$ cat config.mk
export PLATFORM = sky130hd
export DESIGN_NAME = priority_arbiter_rr
export DESIGN_NICKNAME = d
export VERILOG_FILES = /design/src/rtl/arb_pkg.sv /design/src/rtl/prio_pick.sv /design/src/rtl/priority_arbiter_rr.sv
export SDC_FILE = /design/constraint.sdc
export NUM_CORES = 1
export LEC_CHECK = 0
export CAP_MARGIN = 0
export CELL_PAD_IN_SITES_DETAIL_PLACEMENT = 0
export CELL_PAD_IN_SITES_GLOBAL_PLACEMENT = 1
export CORE_MARGIN = 2
export CORE_UTILIZATION = 36
export DETAILED_ROUTE_END_ITERATION = 8
export GPL_ROUTABILITY_DRIVEN = 0
export GPL_TIMING_DRIVEN = 0
export PLACE_DENSITY_LB_ADDON = 0.1
export SKIP_CTS_REPAIR_TIMING = 1
export SLEW_MARGIN = 40
export SYNTH_ARGS = -nofsm -noshare
export SYNTH_HDL_FRONTEND = slang
export SYNTH_HIERARCHICAL = 1
export SYNTH_SLANG_ARGS = --single-unit
$ cat constraint.sdc
create_clock -name clk -period 6.6 [get_ports clk]
set_input_delay 1.32 -clock clk [delete_from_list [all_inputs] [get_ports clk]]
set_output_delay 1.32 -clock clk [all_outputs]
set_load 0.01 [all_outputs]
$ cat src/rtl/arb_pkg.sv
// ============================================================================
// Module      : arb_pkg
// Description : Shared types and helpers for the round-robin priority arbiter.
// Revision    : 1.0 - initial release
// ============================================================================
`default_nettype none

package arb_pkg;

    typedef enum logic [0:0] {
        ARB_IDLE  = 1'b0,
        ARB_GRANT = 1'b1
    } arb_state_e;

    localparam logic MODE_FIXED = 1'b0;
    localparam logic MODE_RR    = 1'b1;

    // Index width that never collapses to zero bits.
    function automatic int clog2_min1(input int n);
        return (n <= 2) ? 1 : $clog2(n);
    endfunction

endpackage

`default_nettype wire

$ cat src/rtl/prio_pick.sv
// ============================================================================
// Module      : prio_pick
// Description : Combinational highest-set-bit finder with a rotating start point.
// Revision    : 1.0 - initial release
// ============================================================================
`default_nettype none

module prio_pick
    import arb_pkg::*;
#(
    parameter int N    = 4,
    parameter int IDXW = clog2_min1(N)
) (
    input  logic [N-1:0]    req_i,
    input  logic [IDXW-1:0] start_i,
    output logic [IDXW-1:0] idx_o,
    output logic            found_o
);

    logic [N-1:0] w_rot;
    int           w_pos;
    int           w_sum;

    // Rotate so that start_i lands on bit N-1, take the highest set bit, then map back.
    always_comb begin
        w_rot = '0;
        w_pos = 0;
        w_sum = 0;
        for (int j = 0; j < N; j++) begin
            w_rot[j] = req_i[(j + int'(start_i) + 1) % N];
        end
        for (int j = 0; j < N; j++) begin
            if (w_rot[j]) begin
                w_pos = j;
            end
        end
        w_sum = w_pos + int'(start_i) + 1;
        if (w_sum >= N) begin
            w_sum = w_sum - N;
        end
        idx_o   = IDXW'(w_sum);
        found_o = |req_i;
    end

endmodule

`default_nettype wire

$ cat src/rtl/priority_arbiter_rr.sv
// ============================================================================
// Module      : priority_arbiter_rr
// Description : Registered N-way arbiter, fixed or round-robin, valid/ready grant.
// Revision    : 1.0 - initial release
// ============================================================================
`default_nettype none

module priority_arbiter_rr
    import arb_pkg::*;
#(
    parameter int N    = 4,
    parameter int IDXW = clog2_min1(N)
) (
    input  logic            clk,
    input  logic            rst_n,
    input  logic [N-1:0]    req,
    input  logic            mode,
    input  logic            gnt_ready,
    output logic            gnt_valid,
    output logic [IDXW-1:0] gnt_idx,
    output logic [N-1:0]    gnt_onehot
);

    localparam logic [IDXW-1:0] C_TOP_IDX = IDXW'(N - 1);

    arb_state_e      state_q;
    arb_state_e      state_d;
    logic [IDXW-1:0] rr_ptr_q;
    logic [IDXW-1:0] rr_ptr_d;
    logic [IDXW-1:0] idx_q;
    logic [IDXW-1:0] idx_d;
    logic [N-1:0]    onehot_q;
    logic [N-1:0]    onehot_d;

    logic            w_accept;
    logic            w_arb;
    logic            w_found;
    logic [IDXW-1:0] w_start;
    logic [IDXW-1:0] w_pick_idx;

    assign w_accept = (state_q == ARB_GRANT) && gnt_ready;
    assign w_arb    = w_found && ((state_q == ARB_IDLE) || w_accept);

    // The pointer advances on a round-robin accept and the same-edge pick already uses it.
    always_comb begin
        rr_ptr_d = rr_ptr_q;
        if (w_accept && (mode == MODE_RR)) begin
            rr_ptr_d = (idx_q == '0) ? C_TOP_IDX : (idx_q - IDXW'(1));
        end
    end

    assign w_start = (mode == MODE_RR) ? rr_ptr_d : C_TOP_IDX;

    prio_pick #(
        .N    (N),
        .IDXW (IDXW)
    ) u_pick (
        .req_i   (req),
        .start_i (w_start),
        .idx_o   (w_pick_idx),
        .found_o (w_found)
    );

    always_ff @(posedge clk or negedge rst_n) begin
        if (!rst_n) begin
            state_q <= ARB_IDLE;
        end else begin
            state_q <= state_d;
        end
    end

    always_comb begin
        state_d = state_q;
        case (state_q)
            ARB_IDLE: begin
                if (w_found) begin
                    state_d = ARB_GRANT;
                end
            end
            ARB_GRANT: begin
                if (gnt_ready && !w_found) begin
                    state_d = ARB_IDLE;
                end
            end
            default: state_d = ARB_IDLE;
        endcase
    end

    always_comb begin
        idx_d    = idx_q;
        onehot_d = onehot_q;
        if (w_arb) begin
            idx_d    = w_pick_idx;
            onehot_d = N'(1) << w_pick_idx;
        end else if (w_accept) begin
            idx_d    = '0;
            onehot_d = '0;
        end
    end

    always_ff @(posedge clk or negedge rst_n) begin
        if (!rst_n) begin
            rr_ptr_q <= C_TOP_IDX;
            idx_q    <= '0;
            onehot_q <= '0;
        end else begin
            rr_ptr_q <= rr_ptr_d;
            idx_q    <= idx_d;
            onehot_q <= onehot_d;
        end
    end

    always_comb begin
        gnt_valid  = (state_q == ARB_GRANT);
        gnt_idx    = idx_q;
        gnt_onehot = onehot_q;
    end

endmodule

`default_nettype wire

Word-level counts from Yosys, hierarchy flattened. Index checks and enable logic that the tools add are counted.

Add/sub/neg operators: 10. Shift operators: 1. Muxes and demuxes: 23. Bitwise operators: 4. Order comparisons: 4. Reduce and logical (&&, ||, !) cells: 12.

Operators with widths (count): adder 32 x 2 -> 32 bit (second input constant) (3); >= comparator 32 x 4 -> 1 bit (second input constant) (1); two-way mux 2 bit (8); less-than comparator 3 x 4 -> 1 bit (second input constant) (3); two-way mux 1 bit (9); two-way mux 4 bit (2); adder 2 x 2 -> 3 bit (first input constant) (2); binary-select mux 1 bit (select 2 bit) (3); OR reduction 2 bit (3); adder 3 x 1 -> 4 bit (second input constant) (1); logical AND 1 bit (4); OR reduction 4 bit (1); left shift 1 x 2 -> 4 bit (first input constant) (1); subtractor 2 x 1 -> 2 bit (second input constant) (2); adder 1 x 2 -> 3 bit (first input constant) (1); adder 2 x 2 -> 3 bit (1); bitwise AND 1 bit (3); zero test 2 bit (1); one-hot mux 1 bit (2 select lines) (1); nonzero test 2 bit (1); zero test 1 bit (1); logical OR 1 bit (1); inverter 1 bit (1).

Register bits: 9. Output and inout port bits: 7. Word-level logic and storage cells: 58. Bits of input ports: 8.

Depth between registers and ports, before layout.
Word-level depth: 20. Depth in mapped cells: 12. Mapped depth without buffers: 12.

By module. The synthesis kept the hierarchy.

Modules (own cells, without submodules): priority_arbiter_rr (sequential area each 227.7 sq um, cells an instance 37, times used 1, area each 431.7 sq um); prio_pick (sequential area each 0.0 sq um, cells an instance 19, times used 1, area each 123.9 sq um).

Worst setup path before layout. Ideal clock, no wire load.

Path kind: in2reg. From: input gnt_ready. To: register onehot_q[0] (netlist: gnt_onehot[0]). Slack: 3301 ps. Buffers on the path: 0. Stages on the path: 10. Required time: 6478 ps. Data arrival time: 3178 ps. Cells stage by stage: and3_2 o21ai_0 nand2b_1 a21oi_1 a311oi_1 a21oi_1 ha_1 xnor2_1 nor2_1 a32o_1.

Longest elaborated chain between the ends: 18. Elaborated cells between the ends (all ways): 32. Those cells by class: add/sub (9); order compare (1); shift (1); mux (16); reduce/logical (5).

RTL lines: from (decl) (RTL line priority_arbiter_rr.sv:18) `input logic gnt_ready,`; logical AND 1 bit (*) (RTL line priority_arbiter_rr.sv:41) `assign w_accept = (state_q == ARB_GRANT) && gnt_ready;`; logical AND 1 bit (*) (RTL line priority_arbiter_rr.sv:47) `if (w_accept && (mode == MODE_RR)) begin`; two-way mux 2 bit (*) (RTL line priority_arbiter_rr.sv:47); two-way mux 2 bit (*) (RTL line priority_arbiter_rr.sv:52) `assign w_start = (mode == MODE_RR) ? rr_ptr_d : C_TOP_IDX;`; net w_start[1] (RTL line priority_arbiter_rr.sv:38) `logic [IDXW-1:0] w_start;`; adder 1 x 2 -> 3 bit (RTL line prio_pick.sv:30) `w_rot[j] = req_i[(j + int'(start_i) + 1) % N];`; adder 32 x 2 -> 32 bit (RTL line prio_pick.sv:30); binary-select mux 1 bit (select 2 bit) (RTL line prio_pick.sv:30); [3 not listed]; two-way mux 2 bit (2 in a row) (RTL line prio_pick.sv:33) `if (w_rot[j]) begin`; adder 2 x 2 -> 3 bit (*) (RTL line prio_pick.sv:37) `w_sum = w_pos + int'(start_i) + 1;`; adder 3 x 1 -> 4 bit (*) (RTL line prio_pick.sv:37); >= comparator 32 x 4 -> 1 bit / subtractor 2 x 1 -> 2 bit (equally long branches) (RTL line prio_pick.sv:38, prio_pick.sv:39); two-way mux 2 bit (*) (RTL line prio_pick.sv:38) `if (w_sum >= N) begin`; net w_pick_idx[1] (RTL line priority_arbiter_rr.sv:39) `logic [IDXW-1:0] w_pick_idx;`; left shift 1 x 2 -> 4 bit (*) (RTL line priority_arbiter_rr.sv:94) `onehot_d = N'(1) << w_pick_idx;`; two-way mux 4 bit (*) (RTL line priority_arbiter_rr.sv:92) `if (w_arb) begin`; to (signal assigned) (RTL line priority_arbiter_rr.sv:109) `onehot_q <= onehot_d;`; to (decl) (RTL line priority_arbiter_rr.sv:32) `logic [N-1:0] onehot_q;`.

The timed path passes the listed nets; every way through them passes the cells marked *. The select of a mux whose other input is x is not followed. A chain may end at the register's enable or synchronous reset.

Worst setup path after layout. Ends and elaborated chain as after synthesis.

==> qor.txt <==
Yosys cell types: 24
Routed wl met3: 35 um
Seq/Total Area, Yosys: 40.99%
Final net count: 85
ANT nets after route: 0
RSZ-0062 raised after global routing: no
Num Clock Sinks: 9
Placed cell areas: 715.7 um2
Number of global-route vias before repair: 476
Outcome: complete, no violations
Pleak: 0.3307 nW
Adder-cell share of the synthesized area: 4.505%
WL met1: 562 um
Flop-to-flop setup slack: 3.48 ns
Simple-gate share of the synthesized area: 13.96%
TritonCTS Buffers: 3
Slew HR: 56.10%
Hold path depth: 2
End of the worst hold path: rr_ptr_q[1]
Clock root cell: clkbuf_4
Synth Area in XOR/XNOR: 1.577%
Main combinational cell family by area after synthesis: compound AO/OA/AOI/OAI gates
Largest net degree at the start of global routing: 10
Clock transition at the registers of the reported paths: 0.06 ns
Row count: 14
Die X: 43.28 um
Final worst-path cycle share: 60.22%
Post-Syn Area: 555.5 um2
Via count: 485
Max-slew violation count: 0
Die Ht: 43.28 um
Highest Signal Layer: met3
Antenna cell count: 0
CP endpoint kind: flip-flop
Fin util: 50.43%
Pwr per Cell Area: 341.9 nW/um2
Vias per cell: 5.389
CTS tree: yes
Post-route cell area: 742.0 um2
# Max-Cap Violations: 0
Crit path DAT: 4.12 ns
Initial DRC count: 12
DRC: 0
Mapped Nets: 66
CP Data Required Time: 6.74 ns
Post-synthesis compound-gate area fraction: 25.90%
Skew final: 0.002011 ns
WL final: 1.206 mm
Hold WC Path Type: reg2reg
Final total power: 0.2536 mW
Mean Syn Cell Area: 9.920 um2
Post-synthesis mux area share: 6.306%
Clock tree buffer depth: 2
Fin. Hold Viols: 0
Post-route setup TNS: 0 ns
Synthesized instance count: 56
Area grow syn2layout: 33.56%
Pre-antenna DRT Iters: 4
Final Critical Period: 3.974 ns
R2r worst-path depth: 12
End of the worst register-to-register path: gnt_onehot[0]
Global route overflow: 0
Routed wl met2: 608 um
Initial antenna violation count: 0
Global-route wire length before repair: 2.028 mm
Worst skew pair latency: 0.25 ns
Critical path type: in2reg
Yosys warns: 6
VDD IR max: 0.2052 mV
# H-tree levels: 1
Crit Path Max Fanout: 7
Worst-margin pin slew: 0.6517 ns
Number of port buffers: 14
Share of layout cells above drive strength 1: 14.86%
Initial cell density of the core: 37.76%
GRT Util Overall: 14.36%
Fmax: 251.6 MHz
Worst setup SP type: input port
Die ar.: 1873 um2
DP Wirelength: 919.6 um
Final setup fails: 0
HP Start: rr_ptr_q[1]
Critical R2R Launch: gnt_idx[0]
Core Region: 1471 um2
WL per Instance: 13.40 um
I/O Pins: 15
Seq cells post-synth: 9
Yosys cell counts:
cell type	instances	area share, %
ha_1	2	4.5
dfrtp_1	7	32
a32oi_1	1	1.6
inv_1	10	6.8
o211ai_1	1	1.4
a22o_1	1	1.6
o21ai_0	4	3.6
mux2_2	1	2.0
dfstp_2	2	9.5
mux2i_1	1	1.8
nand2b_1	4	4.5
nand3_1	2	1.8
a311oi_1	1	1.6
nor2_1	1	0.68
or4_1	1	1.4
and4b_2	1	2.0
xnor2_1	1	1.6
a32o_1	4	7.2
and3_2	1	1.4
o221ai_2	1	2.7
and2_1	2	2.3
a22o_2	1	1.8
mux2i_2	1	2.5
a21oi_1	5	4.5
worst max-delay path: stages:
cell and delay (ns):
clkdlybuf4s50_1 0.53, and3_2 0.25, o21ai_0 0.53, nand2b_1 0.19
a21oi_1 0.06, a311oi_1 0.27, a21oi_1 0.07, ha_1 0.20
xnor2_1 0.33, nor2_1 0.10, a32o_1 0.26
where the power goes:
group / switching, mW / internal (mW) / leakage, nW / total [mW]
clock: 0.0181 / 0.0232 / 0.0150 / 0.0413
combinational: 0.0538 / 0.0653 / 0.209 / 0.119
sequential: 0.0131 / 0.0801 / 0.106 / 0.0932
total: 0.0851 / 0.169 / 0.331 / 0.254
routing by layer:
layer | vias to the layer above | global-route usage, %
met5 | - | 0
met4 | 0 | 5.455
met3 | 0 | 1.702
met2 | 8 | 22.39
met1 | 235 | 20.16
li1 | 242 | -
final cells by class:
type	instances	area, um2
Fill cell	150	729.5
Multi-Input combinational cell	37	290.3
Sequential cell	9	227.7
Timing Repair Buffer	14	140.1
Inverter	10	37.54
Clock buffer	4	26.28
Tap cell	16	20.02
state kept, by name (all words and copies together) (netlist names):
register and flops:
gnt_idx 2, gnt_valid 1, rr_ptr_q 2, gnt_onehot 4
per-stage QoR:
step	hold slack [ns]	std cells	worst slack (ns)
final	0.4695	90	2.626
after global routing	0.4915	90	2.382
after CTS	0.4752	90	2.611
after detailed placement	0.4657	86	2.362
after global placement	0.4619	86	2.389
after floorplan	0.4477	56	3.301
cell families (layout without fill, tap and decap cells):
logic type      count (synthesis)  count (layout)
compound gates                 19              19
xor+xnor                        1               1
fa+ha+maj                       2               2
buf+inv                        10              28
flops                           9               9
mux                             3               3
simple gates                   12              12
worst max path at each step:
stage | start | to | slack [ns] | cells after the start
after CTS | gnt_ready | gnt_onehot[0] | 2.61 | 11
final | gnt_ready | gnt_onehot[0] | 2.63 | 11
after global placement | gnt_ready | gnt_onehot[0] | 2.39 | 11
after floorplan | gnt_ready | gnt_onehot[0] | 3.30 | 10
after detailed placement | gnt_ready | gnt_onehot[0] | 2.36 | 11
after global routing | gnt_ready | gnt_onehot[0] | 2.38 | 11
cells in the final DEF, fill, tap and decap left out, drive strengths merged:
cell type      synthesis  final
nand2b                 4      4
and2                   2      2
dfrtp                  7      7
a32o                   4      4
clkdlybuf4s50          0     14
mux2                   1      1
or4                    1      1
and4b                  1      1
o21ai                  4      4
a22o                   2      2
o221ai                 1      1
dfstp                  2      2
xnor2                  1      1
o211ai                 1      1
and3                   1      1
inv                   10     10
mux2i                  2      2
a32oi                  1      1
nor2                   1      1
a21oi                  5      5
ha                     2      2
clkbuf                 0      4
a311oi                 1      1
nand3                  2      2
(Power assumes the default switching activity.)
